**config.mk**
```make
export PLATFORM = sky130hd
export DESIGN_NAME = tw_tracker
export DESIGN_NICKNAME = d
export VERILOG_FILES = /design/src/rtl/tw_tracker.sv
export SDC_FILE = /design/constraint.sdc
export NUM_CORES = 2
export LEC_CHECK = 0
export ABC_CLOCK_PERIOD_IN_PS = 29800
export CORE_ASPECT_RATIO = 1.4
export CORE_MARGIN = 10
export CORE_UTILIZATION = 45
export CTS_CLUSTER_DIAMETER = 40
export DETAILED_ROUTE_END_ITERATION = 10
export SYNTH_ARGS = -nofsm -noshare
export SYNTH_HDL_FRONTEND = slang
export SYNTH_SLANG_ARGS = --single-unit
```
**constraint.sdc**
```tcl
create_clock -name clk -period 29.8 [get_ports clk]
set_input_delay 2.98 -clock clk [delete_from_list [all_inputs] [get_ports clk]]
set_output_delay 2.98 -clock clk [all_outputs]
set_load 0.02 [all_outputs]
```
**src/rtl/tw_tracker.sv**
```systemverilog
// Taskwait tracker: per-parent outstanding-child counters with ACK issue once a
// waiting parent's count returns to zero. One command is processed every three cycles.
module tw_tracker #(
  parameter int unsigned TW_MEM_SIZE = 16,
  parameter int unsigned ACCID_W     = 8,
  parameter int unsigned TASKID_W    = 64
) (
  input  logic                clk,
  input  logic                rst,
  input  logic                in_valid,
  output logic                in_ready,
  input  logic                in_type,
  input  logic [TASKID_W-1:0] in_taskid,
  input  logic [ACCID_W-1:0]  in_accid,
  input  logic [31:0]         in_components,
  output logic                ack_valid,
  input  logic                ack_ready,
  output logic [ACCID_W-1:0]  ack_accid,
  output logic [7:0]          ack_code,
  output logic                full_err,
  output logic                busy
);

  localparam int unsigned IDX_W  = $clog2(TW_MEM_SIZE);
  localparam logic [7:0]  ACK_OK = 8'h01;

  typedef enum logic [1:0] {
    IDLE,
    SEARCH,
    UPDATE,
    ACK
  } state_t;

  state_t state, state_nxt;

  logic [TW_MEM_SIZE-1:0] ent_valid;
  logic [TW_MEM_SIZE-1:0] ent_armed;
  logic [ACCID_W-1:0]     ent_accid  [TW_MEM_SIZE];
  logic signed [32:0]     ent_cnt    [TW_MEM_SIZE];
  logic [TASKID_W-1:0]    ent_taskid [TW_MEM_SIZE];

  logic                cmd_type;
  logic [TASKID_W-1:0] cmd_taskid;
  logic [ACCID_W-1:0]  cmd_accid;
  logic [31:0]         cmd_comp;

  logic             hit_c, free_c, hit_q, free_q;
  logic [IDX_W-1:0] hit_idx_c, free_idx_c, hit_idx_q, free_idx_q;

  logic [IDX_W-1:0]   upd_idx;
  logic               drop;
  logic               done;
  logic signed [32:0] comp_ext;
  logic signed [32:0] cur_cnt, new_cnt;
  logic               cur_armed, new_armed;
  logic [ACCID_W-1:0] cur_accid, new_accid;

  // Exact-match lookup over valid entries, plus lowest-index free slot.
  always_comb begin
    hit_c      = 1'b0;
    hit_idx_c  = '0;
    free_c     = 1'b0;
    free_idx_c = '0;
    for (int unsigned i = 0; i < TW_MEM_SIZE; i++) begin
      if (!hit_c && ent_valid[i] && (ent_taskid[i] == cmd_taskid)) begin
        hit_c     = 1'b1;
        hit_idx_c = IDX_W'(i);
      end
      if (!free_c && !ent_valid[i]) begin
        free_c     = 1'b1;
        free_idx_c = IDX_W'(i);
      end
    end
  end

  // A miss starts from a zero count, so allocate and update share one path.
  always_comb begin
    upd_idx  = hit_q ? hit_idx_q : free_idx_q;
    drop     = !hit_q && !free_q;
    comp_ext = $signed({1'b0, cmd_comp});
    if (hit_q) begin
      cur_cnt   = ent_cnt[upd_idx];
      cur_armed = ent_armed[upd_idx];
      cur_accid = ent_accid[upd_idx];
    end else begin
      cur_cnt   = '0;
      cur_armed = 1'b0;
      cur_accid = '0;
    end
    if (cmd_type) begin
      new_cnt   = cur_cnt + comp_ext;
      new_armed = 1'b1;
      new_accid = cmd_accid;
    end else begin
      new_cnt   = cur_cnt - comp_ext;
      new_armed = cur_armed;
      new_accid = cur_accid;
    end
    done = !drop && new_armed && (new_cnt == '0);
  end

  always_comb begin
    state_nxt = state;
    in_ready  = 1'b0;
    ack_valid = 1'b0;
    busy      = 1'b1;
    ack_code  = ACK_OK;
    case (state)
      IDLE: begin
        busy     = 1'b0;
        in_ready = !rst;
        if (in_valid && !rst) begin
          state_nxt = SEARCH;
        end
      end
      SEARCH: state_nxt = UPDATE;
      UPDATE: state_nxt = done ? ACK : IDLE;
      ACK: begin
        ack_valid = 1'b1;
        if (ack_ready) begin
          state_nxt = IDLE;
        end
      end
      default: state_nxt = IDLE;
    endcase
  end

  always_ff @(posedge clk) begin
    if (rst) begin
      state      <= IDLE;
      cmd_type   <= 1'b0;
      cmd_taskid <= '0;
      cmd_accid  <= '0;
      cmd_comp   <= '0;
      hit_q      <= 1'b0;
      free_q     <= 1'b0;
      hit_idx_q  <= '0;
      free_idx_q <= '0;
      ack_accid  <= '0;
      full_err   <= 1'b0;
    end else begin
      state <= state_nxt;
      if (state == IDLE && in_valid) begin
        cmd_type   <= in_type;
        cmd_taskid <= in_taskid;
        cmd_accid  <= in_accid;
        cmd_comp   <= in_components;
      end
      if (state == SEARCH) begin
        hit_q      <= hit_c;
        free_q     <= free_c;
        hit_idx_q  <= hit_idx_c;
        free_idx_q <= free_idx_c;
      end
      if (state == UPDATE) begin
        if (drop) begin
          full_err <= 1'b1;
        end else if (done) begin
          ack_accid <= new_accid;
        end
      end
    end
  end

  always_ff @(posedge clk) begin
    if (rst) begin
      ent_valid <= '0;
      ent_armed <= '0;
      for (int unsigned i = 0; i < TW_MEM_SIZE; i++) begin
        ent_accid[i]  <= '0;
        ent_cnt[i]    <= '0;
        ent_taskid[i] <= '0;
      end
    end else if (state == UPDATE && !drop) begin
      if (done) begin
        ent_valid[upd_idx] <= 1'b0;
        ent_armed[upd_idx] <= 1'b0;
      end else begin
        ent_valid[upd_idx]  <= 1'b1;
        ent_armed[upd_idx]  <= new_armed;
        ent_accid[upd_idx]  <= new_accid;
        ent_cnt[upd_idx]    <= new_cnt;
        ent_taskid[upd_idx] <= cmd_taskid;
      end
    end
  end

endmodule

```
==> results.yml <==
cts:
  cts_tree: "yes"
  cts_sinks: 1838
  clock_path_buffers: 3
  cts_hold_buf: 0
  h-tree-depth: 4
  cts_resized: 0
  cts_setup_buffers: 0
  cts-buffers-inserted: 212
  insertion_delay_ps: 920
  clock-root-buffer: "clkbuf_16"
  clk_pin_slew_worst_paths_ps: 60
logic_synthesis:
  synth_warnings: 0
  synth_fa_ha_area_share_pct: 0.4993
  yosysSeqAreaShare_pct: 61.83
  synth_ff_type: "edfxtp_1"
  ys_ff_latch: 1838
  synth_area_sq_um: 86710
  synth_xor_area_share_pct: 9.077
  async_flop_share_pct: 0
  avgSynthCellArea_sq_um: 12.09
  synth_compound_area_share_pct: 5.146
  synth_mux_area_share_pct: 4.274
  synthCells: 7169
  synth_top_family_by_area: "simple AND/OR/NAND/NOR gates"
  synth_edf_count: 1680
  synth-simple-area-share_pct: 15.05
  yosysUniqueCellTypes: 92
pwr:
  p_total_mw: 6.552
  cellLeakagePower_nw: 33.37
  p_per_area_nw_per_um2: 67.22
  peakVddDrop_v: 0.00005507
setup_path:
  crit_chain: "buf_4 -> mux2_8 -> buf_4 -> buf_4 -> mux4_2 -> o22ai_1 -> nor3_1 -> ha_1 -> and4_1 -> and3_1 -> a211o_1 -> or4_1 -> nand4_2 -> nand4_1 -> or4_1 -> or4_1 -> nor2_4 -> buf_12 -> buf_4 -> buf_4 -> buf_4 -> o21ai_4 -> buf_4 -> buf_4"
  crit_type: "register to register"
  cp.required_ps: 30300
  end_kind: "register"
  path_common_cell: "buf_4"
  cp_slowest_cell: "buf_4"
  critPathLaunchType: "register"
  arrival_ps: 12370
  path_max_fanout: 148
  worst_path_largest_cell_delay_ps: 890
cells_and_area:
  utilization_pct: 50.88
  layout_common_cells: "edfxtp_1, nor3_1, nor2_1"
  area_growth_syn_to_layout_pct: 12.43
  drive_above_1_share_pct: 11.86
  stdcell_area_sq_um: 97480
  nets: 7217
  final_common_cell: "edfxtp_1"
  nFillCells: 16794
  fin_cells: 9762
min_path:
  hold_path_class: "register to register"
floorplanning:
  chipHeight_microns: 539.4
  row_count: 190
  die_width_microns: 391.0
  core_sq_um: 191600
  io_pins: 129
  die_area_sq_um: 210900
  start_util_pct: 45.25
drt:
  vias: 63601
  first_pass_iters: 8
  detail-route-antenna-nets: 0
  routedWlPerCell_microns: 34.88
  drtIter0Drc: 8269
  wl_microns: 340500
  drc: 0
  viasPerCell: 6.515
global_routing:
  grt_max_degree: 196
  antenna_found_initial: 9
  grt_pass1_wl_microns: 472000
  grt_use_total_pct: 31.40
  overflow: 0
  grt_pass1_vias: 61803
timing:
  fin_ws_ps: 17940
  finalClockSkew_ps: 46.53
  worst_hold_slack_ps: 459.5
  finalSetupViolations: 0
  finalCritPeriodShare_pct: 39.81
  slew_headroom_pct: 15.82
  hold_violations: 0
  worstMarginPinSlew_ps: 1258
  fin_crit_ps: 11860
  drv_slew: 0
  setup-tns-final_ps: 0
  rsz0062_at_grt: "false"
  fmax_ghz: 0.08429
flow_run:
  cap_violations: 0
placement:
  placedCellCount: 9356
  place_congestion: 0.9785
  dp_slack_ps: 18100
  detailed_place_hpwl_microns: 204500
  place_area_sq_um: 90190
  io_buffers: 120
outcome:
  status: "finished, final reports clean"
-- area by class of cell --
type,count,area (sq um),share of cell area [%]
antenna,8,20.02,0.02054
tap,2496,3123,3.204
multi-input combinational,4554,30030,30.80
inverter,125,470.5,0.4826
timing repair buffer,343,2923,2.998
clock buffer,253,5624,5.769
sequential,1838,53640,55.03
clock inverter,145,1649,1.692
-- metal layers --
| layer | track usage, % | share of wire, % | vias up | routed length [microns] |
|---|---|---|---|---|
| li1 | - | - | 26056 | - |
| met1 | 37.27 | 34 | 31892 | 114900 |
| met2 | 50.38 | 47 | 4429 | 159800 |
| met3 | 6.591 | 11 | 1214 | 36730 |
| met4 | 22.73 | 8.5 | 10 | 29020 |
| met5 | 0 | 0.019 | - | 65 |
-- registers in the layout, summed over array words and instances (netlist names), 2 cells and up, named ones only --
name / cells
ent_cnt: 528
ent_armed: 16
ent_accid: 128
cmd_taskid: 64
ack_accid: 8
ent_taskid: 1024
hit_idx_q: 4
cmd_comp: 32
free_idx_q: 4
state: 2
cmd_accid: 8
-- path summary, 6_finish.rpt --
kind                     start              to  slack (ps)  cells past startpoint
hold / removal    cmd_accid[6]    cmd_accid[6]         460                      2
setup / recovery         hit_q  ent_cnt[15][7]       17940                     24
hold reg to reg   cmd_accid[6]    cmd_accid[6]         460                      2
setup reg to reg         hit_q  ent_cnt[15][7]       17940                     24
-- logic make-up (layout without fill, tap and decap cells) --
group | count (synthesis) | in the layout
multiplexers | 167 | 167
other | 2 | 16
AND/OR/NAND/NOR | 2774 | 2774
flip-flops | 1838 | 1838
buffers and inverters | 783 | 866
AO/OA/AOI/OAI | 675 | 675
adder cells (fa/ha/maj) | 34 | 34
XOR/XNOR | 896 | 896
-- Yosys cell counts, types with 28 or more instances --
cell / number / share of area (%)
a21oi_1: 207 / 1.2
a22o_1: 34 / 0.34
and3_1: 88 / 0.63
buf_2: 82 / 0.47
nand4_1: 150 / 1.1
nor4_1: 155 / 1.1
o22ai_1: 94 / 0.68
buf_1: 68 / 0.29
o21ai_0: 93 / 0.54
dfxtp_1: 158 / 3.6
nand2_1: 402 / 1.7
xor2_1: 423 / 4.3
ha_1: 33 / 0.48
o2bb2ai_1: 28 / 0.28
buf_6: 43 / 0.56
buf_4: 50 / 0.43
inv_1: 113 / 0.49
nor3_1: 914 / 5.3
clkbuf_1: 413 / 1.8
xnor2_1: 470 / 4.7
nor2_1: 889 / 3.8
nand3_1: 50 / 0.29
edfxtp_1: 1680 / 58
mux4_2: 162 / 4.2
-- where the power goes --
group | switching, mW | leakage, nW | internal, mW
Sequential | 0.0482 | 18.6 | 2.90
Clock | 1.16 | 3.52 | 1.57
Combinational | 0.638 | 11.2 | 0.245
Total | 1.84 | 33.4 | 4.71
-- critical path, delay by kind of cell, from the launching register on --
kind	cells	cell delay [ps]
buf+inv	9	5400
mux	2	1000
simple gates	9	3120
fa+ha+maj	1	440
flops	1	310
compound gates	3	650
(Power assumes the default switching activity.)
